`config.mk`:
```
export PLATFORM = sky130hd
export DESIGN_NAME = wb_commit_unit_flat
export DESIGN_NICKNAME = d
export VERILOG_FILES = /design/src/rtl/scu_pkg.sv /design/src/rtl/wb_commit_unit_if.sv /design/src/rtl/wb_squash_ctr.sv /design/src/rtl/wb_commit_unit.sv /design/src/flat_wrapper.sv
export SDC_FILE = /design/constraint.sdc
export NUM_CORES = 1
export LEC_CHECK = 0
export ABC_AREA = 0
export ABC_CLOCK_PERIOD_IN_PS = 5200
export BUFFER_PORTS_ARGS = -buffer_cell sky130_fd_sc_hd__buf_4
export CORE_ASPECT_RATIO = 0.75
export CORE_MARGIN = 10
export CORE_UTILIZATION = 49
export DETAILED_ROUTE_END_ITERATION = 8
export GPL_ROUTABILITY_DRIVEN = 0
export PLACE_DENSITY = 0.87
export SYNTH_ARGS = -nofsm -noshare
export SYNTH_HDL_FRONTEND = slang
export SYNTH_HIERARCHICAL = 1
export SYNTH_SLANG_ARGS = --single-unit
```
`constraint.sdc`:
```
create_clock -name clock -period 5.2 [get_ports clock]
set_clock_uncertainty 0.1 [all_clocks]
set_input_delay 1.04 -clock clock [delete_from_list [all_inputs] [get_ports clock]]
set_output_delay 1.04 -clock clock [all_outputs]
set_load 0.03 [all_outputs]
```
`src/rtl/scu_pkg.sv`:
```
// Shared definitions for the writeback commit unit.
// Contents: writeBackControl source encodings, commit FSM state type,
// default register-index width.
package scu_pkg;

  localparam int unsigned RF_AW_DEFAULT = 6;

  typedef enum logic [1:0] {
    WB_ALU  = 2'b00,
    WB_MEM  = 2'b01,
    WB_PCY  = 2'b10,
    WB_NONE = 2'b11
  } wb_ctl_e;

  typedef enum logic {
    StRun,
    StSquash
  } commit_state_e;

endpackage

```
`src/rtl/wb_commit_unit_if.sv`:
```
// EX/WB-to-commit bundle: WB-stage instruction fields toward the commit unit,
// register-file write, PC redirect, flush and architectural flags back out.
// Modports: master drives the WB stage and observes results; slave is the
// commit unit.
interface wb_commit_unit_if #(
  parameter int unsigned RF_AW = scu_pkg::RF_AW_DEFAULT
);
  logic              valid_wb;
  logic [1:0]        writeBackControl_wb;
  logic              regWrt_wb;
  logic [RF_AW-1:0]  rd_wb;
  logic              branchZero_wb;
  logic              branchNeg_wb;
  logic              jump_wb;
  logic              jumpMem_wb;
  logic [31:0]       pc_plus_y_wb;
  logic [31:0]       xrs_wb;
  logic [31:0]       readData_wb;
  logic [31:0]       aluResult_wb;
  logic              z_wb;
  logic              n_wb;

  logic              rf_we;
  logic [RF_AW-1:0]  rf_waddr;
  logic [31:0]       rf_wdata;
  logic              redirect;
  logic [31:0]       redirect_pc;
  logic              flush;
  logic              flag_z;
  logic              flag_n;

  modport master (
    output valid_wb, writeBackControl_wb, regWrt_wb, rd_wb,
    output branchZero_wb, branchNeg_wb, jump_wb, jumpMem_wb,
    output pc_plus_y_wb, xrs_wb, readData_wb, aluResult_wb, z_wb, n_wb,
    input  rf_we, rf_waddr, rf_wdata, redirect, redirect_pc, flush, flag_z, flag_n
  );

  modport slave (
    input  valid_wb, writeBackControl_wb, regWrt_wb, rd_wb,
    input  branchZero_wb, branchNeg_wb, jump_wb, jumpMem_wb,
    input  pc_plus_y_wb, xrs_wb, readData_wb, aluResult_wb, z_wb, n_wb,
    output rf_we, rf_waddr, rf_wdata, redirect, redirect_pc, flush, flag_z, flag_n
  );
endinterface

```
`src/rtl/wb_squash_ctr.sv`:
```
// Owns the RUN/SQUASH commit state and the wrong-path drop counter.
// Ports: clock, reset (async, active-high); load - taken transfer accepted;
// valid - WB-stage instruction present; done - high in RUN (no squash pending).
module wb_squash_ctr
  import scu_pkg::*;
#(
  parameter int unsigned SQUASH_DEPTH = 3
) (
  input  logic clock,
  input  logic reset,
  input  logic load,
  input  logic valid,
  output logic done
);

  commit_state_e state_q, state_d;
  logic [2:0]    cnt_q, cnt_d;

  always_ff @(posedge clock or posedge reset) begin
    if (reset) begin
      state_q <= StRun;
      cnt_q   <= '0;
    end else begin
      state_q <= state_d;
      cnt_q   <= cnt_d;
    end
  end

  always_comb begin
    state_d = state_q;
    cnt_d   = cnt_q;
    unique case (state_q)
      StRun: begin
        if (load) begin
          state_d = StSquash;
          cnt_d   = 3'(SQUASH_DEPTH);
        end
      end
      StSquash: begin
        // Bubbles are not wrong-path instructions, so only valid slots count.
        if (valid) begin
          cnt_d = cnt_q - 3'd1;
          if (cnt_q == 3'd1) state_d = StRun;
        end
      end
      default: state_d = StRun;
    endcase
  end

  assign done = (state_q == StRun);

endmodule

```
`src/rtl/wb_commit_unit.sv`:
```
// Writeback commit unit: commits the WB-stage register write, keeps the Z/N
// flags, resolves jumps/branches into a registered one-cycle redirect and
// squashes SQUASH_DEPTH wrong-path instructions after a taken transfer.
// Ports: clock, reset (async, active-high); wb - wb_commit_unit_if slave.
// Optional: WB_PERF_CNT_EN adds retired_cnt / squashed_cnt outputs.
module wb_commit_unit
  import scu_pkg::*;
#(
  parameter int unsigned SQUASH_DEPTH = 3,
  parameter int unsigned RF_AW        = RF_AW_DEFAULT
) (
  input  logic             clock,
  input  logic             reset,
  wb_commit_unit_if.slave  wb
`ifdef WB_PERF_CNT_EN
  ,
  output logic [31:0]      retired_cnt,
  output logic [31:0]      squashed_cnt
`endif
);

  logic             running;
  logic             accept;
  logic             any_xfer;
  logic             taken;
  logic [31:0]      target;
  logic             wr_en;
  logic [31:0]      wr_data;
  wb_ctl_e          ctl;

  logic             rf_we_q;
  logic [RF_AW-1:0] rf_waddr_q;
  logic [31:0]      rf_wdata_q;
  logic             redirect_q;
  logic [31:0]      redirect_pc_q;
  logic             flag_z_q, flag_n_q;

  assign ctl      = wb_ctl_e'(wb.writeBackControl_wb);
  assign accept   = wb.valid_wb & running;
  assign any_xfer = wb.jumpMem_wb | wb.jump_wb | wb.branchZero_wb | wb.branchNeg_wb;
  assign wr_en    = accept & wb.regWrt_wb & (ctl != WB_NONE) & ~any_xfer;

  // Branches test the flags as held before this instruction.
  always_comb begin
    taken  = 1'b0;
    target = wb.xrs_wb;
    if (wb.jumpMem_wb) begin
      taken  = 1'b1;
      target = wb.readData_wb;
    end else if (wb.jump_wb) begin
      taken  = 1'b1;
    end else if (wb.branchZero_wb) begin
      taken  = flag_z_q;
    end else if (wb.branchNeg_wb) begin
      taken  = flag_n_q;
    end
    taken = taken & accept;
  end

  always_comb begin
    wr_data = '0;
    unique case (ctl)
      WB_ALU:  wr_data = wb.aluResult_wb;
      WB_MEM:  wr_data = wb.readData_wb;
      WB_PCY:  wr_data = wb.pc_plus_y_wb;
      default: wr_data = '0;
    endcase
  end

  wb_squash_ctr #(
    .SQUASH_DEPTH (SQUASH_DEPTH)
  ) u_squash_ctr (
    .clock (clock),
    .reset (reset),
    .load  (taken),
    .valid (wb.valid_wb),
    .done  (running)
  );

  always_ff @(posedge clock or posedge reset) begin
    if (reset) begin
      rf_we_q       <= 1'b0;
      rf_waddr_q    <= '0;
      rf_wdata_q    <= '0;
      redirect_q    <= 1'b0;
      redirect_pc_q <= '0;
      flag_z_q      <= 1'b0;
      flag_n_q      <= 1'b0;
    end else begin
      rf_we_q    <= wr_en;
      redirect_q <= taken;
      if (wr_en) begin
        rf_waddr_q <= wb.rd_wb;
        rf_wdata_q <= wr_data;
      end
      if (wr_en && ctl == WB_ALU) begin
        flag_z_q <= wb.z_wb;
        flag_n_q <= wb.n_wb;
      end
      if (taken) redirect_pc_q <= target;
    end
  end

  assign wb.rf_we       = rf_we_q;
  assign wb.rf_waddr    = rf_waddr_q;
  assign wb.rf_wdata    = rf_wdata_q;
  assign wb.redirect    = redirect_q;
  assign wb.redirect_pc = redirect_pc_q;
  assign wb.flush       = ~running;
  assign wb.flag_z      = flag_z_q;
  assign wb.flag_n      = flag_n_q;

`ifdef WB_PERF_CNT_EN
  always_ff @(posedge clock or posedge reset) begin
    if (reset) begin
      retired_cnt  <= '0;
      squashed_cnt <= '0;
    end else begin
      if (accept) retired_cnt <= retired_cnt + 32'd1;
      if (wb.valid_wb && !running) squashed_cnt <= squashed_cnt + 32'd1;
    end
  end
`endif

endmodule

```
`src/flat_wrapper.sv`:
```
// flat-port wrapper written by rule: the top's interface ports become plain ports
module wb_commit_unit_flat import scu_pkg::*;
#(
  parameter int unsigned SQUASH_DEPTH = 3,
  parameter int unsigned RF_AW        = RF_AW_DEFAULT
)
  (clock, reset, wb_valid_wb, wb_writeBackControl_wb, wb_regWrt_wb, wb_rd_wb, wb_branchZero_wb, wb_branchNeg_wb, wb_jump_wb, wb_jumpMem_wb, wb_pc_plus_y_wb, wb_xrs_wb, wb_readData_wb, wb_aluResult_wb, wb_z_wb, wb_n_wb, wb_rf_we, wb_rf_waddr, wb_rf_wdata, wb_redirect, wb_redirect_pc, wb_flush, wb_flag_z, wb_flag_n);
  wb_commit_unit_if #(.RF_AW(RF_AW)) wb_i ();
  input  logic clock;
  input  logic reset;
  input wire logic [$bits(wb_i.valid_wb)-1:0] wb_valid_wb;
  input wire logic [$bits(wb_i.writeBackControl_wb)-1:0] wb_writeBackControl_wb;
  input wire logic [$bits(wb_i.regWrt_wb)-1:0] wb_regWrt_wb;
  input wire logic [$bits(wb_i.rd_wb)-1:0] wb_rd_wb;
  input wire logic [$bits(wb_i.branchZero_wb)-1:0] wb_branchZero_wb;
  input wire logic [$bits(wb_i.branchNeg_wb)-1:0] wb_branchNeg_wb;
  input wire logic [$bits(wb_i.jump_wb)-1:0] wb_jump_wb;
  input wire logic [$bits(wb_i.jumpMem_wb)-1:0] wb_jumpMem_wb;
  input wire logic [$bits(wb_i.pc_plus_y_wb)-1:0] wb_pc_plus_y_wb;
  input wire logic [$bits(wb_i.xrs_wb)-1:0] wb_xrs_wb;
  input wire logic [$bits(wb_i.readData_wb)-1:0] wb_readData_wb;
  input wire logic [$bits(wb_i.aluResult_wb)-1:0] wb_aluResult_wb;
  input wire logic [$bits(wb_i.z_wb)-1:0] wb_z_wb;
  input wire logic [$bits(wb_i.n_wb)-1:0] wb_n_wb;
  output wire logic [$bits(wb_i.rf_we)-1:0] wb_rf_we;
  output wire logic [$bits(wb_i.rf_waddr)-1:0] wb_rf_waddr;
  output wire logic [$bits(wb_i.rf_wdata)-1:0] wb_rf_wdata;
  output wire logic [$bits(wb_i.redirect)-1:0] wb_redirect;
  output wire logic [$bits(wb_i.redirect_pc)-1:0] wb_redirect_pc;
  output wire logic [$bits(wb_i.flush)-1:0] wb_flush;
  output wire logic [$bits(wb_i.flag_z)-1:0] wb_flag_z;
  output wire logic [$bits(wb_i.flag_n)-1:0] wb_flag_n;
  assign wb_i.valid_wb = wb_valid_wb;
  assign wb_i.writeBackControl_wb = wb_writeBackControl_wb;
  assign wb_i.regWrt_wb = wb_regWrt_wb;
  assign wb_i.rd_wb = wb_rd_wb;
  assign wb_i.branchZero_wb = wb_branchZero_wb;
  assign wb_i.branchNeg_wb = wb_branchNeg_wb;
  assign wb_i.jump_wb = wb_jump_wb;
  assign wb_i.jumpMem_wb = wb_jumpMem_wb;
  assign wb_i.pc_plus_y_wb = wb_pc_plus_y_wb;
  assign wb_i.xrs_wb = wb_xrs_wb;
  assign wb_i.readData_wb = wb_readData_wb;
  assign wb_i.aluResult_wb = wb_aluResult_wb;
  assign wb_i.z_wb = wb_z_wb;
  assign wb_i.n_wb = wb_n_wb;
  assign wb_rf_we = wb_i.rf_we;
  assign wb_rf_waddr = wb_i.rf_waddr;
  assign wb_rf_wdata = wb_i.rf_wdata;
  assign wb_redirect = wb_i.redirect;
  assign wb_redirect_pc = wb_i.redirect_pc;
  assign wb_flush = wb_i.flush;
  assign wb_flag_z = wb_i.flag_z;
  assign wb_flag_n = wb_i.flag_n;
  wb_commit_unit #(.SQUASH_DEPTH(SQUASH_DEPTH), .RF_AW(RF_AW)) u_core (.clock(clock), .reset(reset), .wb(wb_i));
endmodule
```
---- Yosys cells after proc, flatten, opt, wreduce, memory -nomap -nowiden ----
Index checks and enable logic that the tools add are counted.
storage, ports and cells
  logic and storage cells ................. 42
  bits in registers ....................... 78
  output and inout port bits .............. 75
  input port bits ......................... 146
cells by class
  reduce and logical (&&, ||, !) cells .... 3
  bitwise operators ....................... 10
  equal/unequal tests ..................... 6
  add/sub/neg operators ................... 1
  muxes and demuxes ....................... 13
operators with widths
  cell                 number
  $pmux 32 s3          1
  $mux 32              1
  $mux 1               7
  $mux 3               2
  $ne 2x2->1 const B   3
  $pmux 3 s2           1
  $and 1x1->1          5
  $eq 3x1->1 const B   1
  $or 1x1->1           3
  $sub 3x1->3 const B  1
  $eq 2x1->1 const B   1
  $eq 2x2->1 const B   1
  $logic_not 2->1      1
  $not 1->1            2
  $pmux 1 s2           1
  $reduce_and 2->1     1
  $logic_and 1x1->1    1

---- Depth between registers and ports, before layout ----
Gate-level depths: netlist (run 1).
  depth in word-level cells ............... 7
  gate-level depth with buffers ........... 6
  gate-level depth less buffers ........... 5

---- Hierarchy ----
The synthesis (run 1) kept the hierarchy.
by module, submodules not included
  module          cells each  times used  seq. area each (um^2)  area an instance (um^2)
  wb_commit_unit  279         1           1851.8                 3873.7
  wb_squash_ctr   21          1           100.1                  221.5

---- Worst setup path after synthesis (run 1) ----
OpenSTA, ideal clock, no wires.
  path kind ............................... in2reg
  start ................................... input port wb_jumpMem_wb
  end ..................................... register u_core.redirect_pc_q[10] (netlist: u_core/wb.redirect_pc[10])
  data required time ...................... 4975 ps
  path slack .............................. 2825 ps
  setup time .............................. 125 ps
  stages on the path ...................... 4
  buffers on the path ..................... 2
  arrival time ............................ 2150 ps
  path through ............................ buf_2 > clkbuf_1 > mux2_2 > mux2_2
on the way
  longest elaborated chain between the ends .. 2
  elaborated cells on any way between the ends .. 3
  those cells by class .................... mux (2); bitwise (1)
RTL lines
  what                  line                   text
  from (decl)           flat_wrapper.sv:18     input wire logic [$bits(wb_i.jumpMem_wb)-1:0] wb_jumpMem_wb;
  $mux 1                wb_commit_unit.sv:47   if (wb.jumpMem_wb) begin
  $and 1x1->1           wb_commit_unit.sv:57   taken = taken & accept;
  to (signal assigned)  wb_commit_unit.sv:100  if (taken) redirect_pc_q <= target;
  to (decl)             wb_commit_unit.sv:35   logic [31:0] redirect_pc_q;
Parallel ways exist; a longest one is shown, timed or not.
A chain may end at the register's enable or synchronous reset.

---- Worst setup path in the final report (run 1) ----
  start ................................... input port wb_jumpMem_wb
  end ..................................... register u_core.u_squash_ctr.cnt_q[2]
on the way
  longest elaborated chain between the ends .. 4
RTL lines
  what                        line                  text
  $mux 1                      wb_commit_unit.sv:47
  $and 1x1->1                 wb_commit_unit.sv:57
  $ne 2x2->1 (no line)        -
  $reduce_and 2->1 (no line)  -
  to (signal assigned)        wb_squash_ctr.sv:25   cnt_q <= cnt_d;
  to (decl)                   wb_squash_ctr.sv:17   logic [2:0] cnt_q, cnt_d;
Every way passes these cells.

==> flow_metrics.tcl, run 1 <==
set metrics [dict create \
    syn2layout_area_growth_pct 45.6 \
    crit_path_end "u_core/u_squash_ctr/cnt_q[2]" \
    cp_slowest_cell "a31oi_4" \
    crit_family "compound AO/OA/AOI/OAI gates" \
    period_share_pct 53.6 \
    dr.pass1.iters 4 \
    fin_ws_ns 2.41 \
    die_h_um 99.2 \
    cts_resized 0 \
    report.final.slew_viol_count 0 \
    ff2ff_setup_slack_ns 2.99 \
    outcome "complete, no violations" \
    yosysSeqAreaShare_pct 47.7 \
    hold_path_class "reg -> reg" \
    crit_chain "buf_4, nor2_4, a31oi_4, nor2_2, a221o_1" \
    drive_above_1_share_pct 67.4 \
    synth-seq-cells 78 \
    wl_um 13400 \
    crit_type "in -> reg" \
    syn_inst 300 \
    path_clk_slew_ns 0.08 \
    hold_violations 0 \
    fin_cells 621 \
    reg2regPathDepth 5 \
    grt_antenna_before_repair 0 \
    ctsRootBufferMaster "clkbuf_8" \
    drtIter0Drc 122 \
    clk_latency_ns 0.35 \
    synthDistinctLibCells 27 \
    reg2reg_from "u_core/u_squash_ctr/state_q" \
    cp_slowest_stage_delay_ns 0.93 \
    leakage_nw 3.05 \
    drc_errors 0 \
    tritoncts "yes" \
    endpoint_kind "flip-flop" \
    grt_pass1_vias 3707 \
    fmax_mhz 359 \
    grt_max_degree 40 \
    arrival_ns 2.92 \
    power.density_mw_per_mm2 406 \
    grt_pass1_wl_um 20700 \
    core_area_mm2 0.00802 \
    cts_setup_buffers 0 \
    n_antenna_cell 0 \
    dp_worst_setup_slack_ns 1.98 \
    die_area_mm2 0.0125 \
    postRouteAntennaNets 0 \
    wire_per_inst_um 21.5 \
    rr_endpoint "u_core/wb.rf_wdata[17]" \
    grt.total_usage_pct 20.9 \
    grt.overflow.total 0 \
    drv_cap 0 \
    worst_slew_pin_slew_ns 1.15 \
    maxSlewHeadroom_pct 23.1 \
    start_kind "primary input" \
    syn_nets 448 \
    rows 28 \
    finalCriticalPeriod_ns 2.79 \
    startpoint "wb_jumpMem_wb" \
    path_buf_inv 1 \
    setup_tns_ns 0 \
    crit_cells 5 \
    cts_buffers 9 \
    rsz0062_at_grt "no" \
    die_x_um 126 \
    setup_viol 0 \
    clock-sinks 78 \
    htree_num_levels 3 \
    io_pins 221 \
    ctsHoldBuffers 0 \
    avgSynthCellArea_um2 13.7 \
    viasPerCell 5.33 \
    initial_core_util_pct 51.0 \
    ys_warn_count 6 \
    ir_drop_uv 310 \
    syn_area_mm2 0.00410 \
    cp_max_fo 35 \
    required_ns 5.33 \
    finalNetCount 659 \
    hpwl_um 10500 \
    vias 3307 \
    port-buffer-count 220 \
    clk_path_buf_depth 2 \
    placed_cells 605 \
]
## synthesized netlist by cell type
library cell,instances,area share (%)
ha_1,2,0.61
nor2b_1,1,0.15
mux2i_1,34,8.3
and4bb_1,1,0.31
and2_1,1,0.15
a31oi_1,1,0.15
a22oi_1,1,0.18
o2bb2ai_1,32,6.8
and2_2,1,0.18
nand3b_1,1,0.18
nor2_1,1,0.092
buf_2,12,1.5
nor2_4,1,0.27
inv_1,8,0.73
mux2_2,95,26
clkbuf_1,3,0.27
nor2_2,1,0.15
a221o_1,1,0.24
dfrtp_1,78,48
a31oi_2,1,0.31
buf_1,3,0.27
buf_6,2,0.55
nand4_1,2,0.31
buf_4,3,0.55
nand2_1,4,0.37
and4b_1,1,0.24
mux2_4,9,3.3
## state kept, by name, summed over array words and instances, names as in the netlist
register,cells
u_core/u_squash_ctr/cnt_q,3
u_core/wb.flag_z,1
u_core/wb.redirect,1
u_core/wb.redirect_pc,32
u_core/wb.rf_waddr,6
u_core/u_squash_ctr/state_q,1
u_core/wb.rf_wdata,32
u_core/wb.rf_we,1
u_core/wb.flag_n,1
## layout by cell type, fill, tap and decap left out, drive strengths merged
cell / instances
clkbuf: 11
nand4: 2
mux2i: 34
inv: 8
clkinv: 1
a31oi: 2
a221o: 1
nand2: 4
mux2: 104
nor2b: 1
and4bb: 1
a22oi: 1
and4b: 1
buf: 223
ha: 2
nand3b: 1
and2: 2
clkinvlp: 4
dfrtp: 78
o2bb2ai: 32
nor2: 3
## routing by layer
layer | global-route usage (%) | wire length, um | up-vias | share of wire (%)
li1 | - | - | 1535 | -
met1 | 23.7 | 5220 | 1586 | 39
met2 | 33.6 | 6310 | 169 | 47
met3 | 11.2 | 1650 | 17 | 12
met4 | 6.27 | 204 | 0 | 1.5
met5 | 0 | 0 | - | 0
## power breakdown
part	switching (mW)	internal, mW	total [mW]
clock network	0.219	0.185	0.405
logic	0.625	0.498	1.12
registers	0.104	0.791	0.895
## cell families (layout without fill, tap and decap cells)
family / count (synthesis) / count (layout) / share of synthesized area (%)
multiplexers: 138 / 138 / 37.7
flip-flops: 78 / 78 / 47.7
AO/OA/AOI/OAI: 36 / 36 / 7.73
buffers and inverters: 31 / 247 / 3.85
AND/OR/NAND/NOR: 15 / 15 / 2.41
adder cells (fa/ha/maj): 2 / 2 / 0.611
## worst reg2reg max path: stages (launching register included)
cell      delay [ns]
dfrtp_1         0.44
inv_1           0.09
and4bb_1        0.22
nand4_1         0.29
buf_4           0.51
mux2_2          0.45
## how the worst min path moves through the flow
stage / to / startpoint / slack, ns / cells past startpoint
after detailed placement: u_core/wb.rf_waddr[2] / u_core/wb.rf_waddr[2] / 0.40 / 1
after floorplan: u_core/u_squash_ctr/cnt_q[2] / u_core/u_squash_ctr/cnt_q[2] / 0.41 / 1
after global routing: u_core/wb.redirect_pc[10] / u_core/wb.redirect_pc[10] / 0.43 / 1
after global placement: u_core/wb.rf_wdata[12] / u_core/wb.rf_wdata[12] / 0.39 / 1
after CTS: u_core/wb.rf_waddr[2] / u_core/wb.rf_waddr[2] / 0.42 / 1
final: u_core/wb.rf_wdata[10] / u_core/wb.rf_wdata[10] / 0.41 / 1
## layout make-up
class                           count  area (um2)
Multi-Input combinational cell    191        2000
Fill cell                         581        2060
Clock inverter                      5        35.0
Timing Repair Buffer              223        1670
Tap cell                          105         131
Inverter                            8        30.0
Sequential cell                    78        1950
Clock buffer                       11         141
## metrics by stage
stage          util, %  instance area (um2)  hold slack, ns  power (mW)
2_1_floorplan        -                 4100           0.411        1.55
3_3_place_gp      72.1                 5780           0.389        2.01
3_5_place_dp      72.1                 5780           0.397        2.04
4_1_cts           74.3                 5960           0.417        2.46
5_1_grt           74.3                 5960           0.430        2.55
6_report          74.3                 5960           0.411        2.42
(Power assumes the default switching activity.)
==> inputs of run 2 (changes only) <==
Settings changed: ABC_CLOCK_PERIOD_IN_PS 5200 to 2400, CORE_UTILIZATION 49 to 41, PLACE_DENSITY 0.87 to 0.77.
Clock period 5.2 ns to 2.4 ns, I/O delays scaled along.
==> run 2 against run 1 <==
Via count is 1.8% higher. Sequential share of layout area is 1.5 points lower. Non-clock buffer count is 8 higher. Hold slack worse by 0.13 ns. Count of clock-buffer cells in the layout stayed put. Critical endpoint is now u_core/wb.rf_waddr[1].
==> flow_metrics.tcl, run 2 (same netlist as run 1, synthesis figures left out) <==
set metrics [dict create \
    ctsRootBufferMaster "clkbuf_16" \
    finalCriticalPeriod_ns 1.85 \
    p_total_mw 5.93 \
    ir_drop_uv 656 \
    rsz0062_at_grt "no" \
    cp_max_fo 24 \
    grt.overflow.total 0 \
    initial_core_util_pct 42.2 \
    pwr-share-comb_pct 41.2 \
    drv_cap 0 \
    period_share_pct 77.0 \
    worst_slew_pin_slew_ns 0.783 \
    final_cell_mix "buf_4, mux2_2, dfrtp_1" \
    grt_pass1_wl_um 20900 \
    path_clk_slew_ns 0.06 \
    fmax_mhz 541 \
    grt_max_degree 37 \
    crit_family "buffers and inverters" \
    die_x_um 135 \
    cp_slowest_cell "dfrtp_1" \
    finalNetCount 667 \
    filler_cell_count 757 \
    p_sw_share_pct 35.1 \
    core_area_mm2 0.00970 \
    hold_path_class "in -> reg" \
    die_area_mm2 0.0144 \
    io_pins 221 \
    clkPwrFrac_pct 26.1 \
    cts_setup_buffers 0 \
    rows 31 \
    mostFrequentLayoutCell "buf_4" \
    report.final.slew_viol_count 0 \
    port-buffer-count 220 \
    viasPerCell 5.14 \
    cts_resized 0 \
    wl_um 13400 \
    maxSlewHeadroom_pct 47.6 \
    crit_type "reg -> reg" \
    n_antenna_cell 0 \
    drtIter0Drc 164 \
    htree_num_levels 3 \
    grt_pass1_vias 3943 \
    power_frac_seq_pct 32.7 \
    clk_latency_ns 0.33 \
    hold_violations 0 \
    dr.pass1.iters 4 \
    leakage_nw 3.18 \
    setup_tns_ns 0 \
    clock-sinks 78 \
    drc_errors 0 \
    endpoint_kind "flip-flop" \
    power.density_mw_per_mm2 950 \
    setup_viol 0 \
    cp_slowest_stage_delay_ns 0.44 \
    die_h_um 107 \
    grt.total_usage_pct 18.5 \
    cts_buffers 9 \
    drive_above_1_share_pct 67.7 \
    hpwl_um 10600 \
    path_buf_inv 2 \
    clk_path_buf_depth 2 \
    syn2layout_area_growth_pct 52.6 \
    vias 3366 \
    required_ns 2.51 \
    arrival_ns 1.96 \
    switching_power_mw 2.08 \
    outcome "complete, no violations" \
    crit_chain "inv_1, and4bb_1, nand4_1, buf_4, mux2_2" \
    postRouteAntennaNets 0 \
    p_int_mw 3.85 \
    wire_per_inst_um 20.5 \
    fin_util_pct 64.4 \
    grt_antenna_before_repair 0 \
    start_kind "flip-flop" \
    tritoncts "yes" \
]
## run 2: changes by cell type in the layout (fill, tap and decap cells not counted)
cell,delta
clkbuf_16,+9
buf_12,+2
bufinv_16,+3
buf_4,+5
dlygate4sd3_1,+1
clkbuf_8,-9
inv_2,-1
clkinvlp_4,-3
## run 2: worst register-to-register path, cell delays in order, from the launching register on
cell	delay [ns]
dfrtp_1	0.44
inv_1	0.10
and4bb_1	0.21
nand4_1	0.12
buf_4	0.36
mux2_2	0.40
## run 2: final timing paths
kind | to | cells past startpoint | startpoint | slack (ns)
max in group asynchronous | u_core/wb.redirect_pc[1] | 4 | reset | 0.92
setup / recovery | u_core/wb.rf_waddr[1] | 5 | u_core/u_squash_ctr/state_q | 0.55
hold / removal | u_core/wb.rf_waddr[2] | 2 | wb_rd_wb[2] | 0.28
min in group asynchronous | u_core/u_squash_ctr/cnt_q[2] | 3 | reset | 0.51
hold reg to reg | u_core/wb.rf_wdata[30] | 1 | u_core/wb.rf_wdata[30] | 0.41
setup reg to reg | u_core/wb.rf_waddr[1] | 5 | u_core/u_squash_ctr/state_q | 0.55
## run 2: through the flow
step                      cell area [um2]  hold slack [ns]  worst slack (ns)  instances
after floorplan                      4100            0.146             0.585        300
after global placement               5900            0.302             0.364        639
after detailed placement             5900            0.308             0.314        639
after CTS                            6250            0.268             0.543        655
after global routing                 6250            0.268             0.436        655
final                                6250            0.281             0.552        655
## run 2: cell type report
type	count	area, um2	area share (%)
multi-input combinational	191	2000	32.0
tap	132	165	2.64
sequential	78	1950	31.2
timing repair buffer	231	1760	28.2
inverter	8	33.8	0.541
clock buffer	11	243	3.89
clock inverter	4	95.1	1.52
## run 2: routing by layer
layer  global-route usage [%]  up-vias  share of wire, %
met5                        0        -                 0
met4                     5.37        0               1.2
met2                     31.1      158                49
li1                         -     1555                 -
met3                     11.1       12                13
met1                     19.1     1641                37
## run 2: repair_timing
action,4_1_cts,5_1_grt
hold buffers,1,0
setup endpoints to repair,0,0
endpoints found under the hold margin,4,0
## run 2: power by group through the flow
stage | registers [mW] | clock network [mW] | logic [mW]
2_1_floorplan | 2.67 | 0 | 0.694
3_3_place_gp | 1.94 | 0 | 2.43
3_5_place_dp | 1.96 | 0 | 2.47
4_1_cts | 1.95 | 1.59 | 2.48
5_1_grt | 2.00 | 1.64 | 2.58
6_report | 1.94 | 1.55 | 2.44
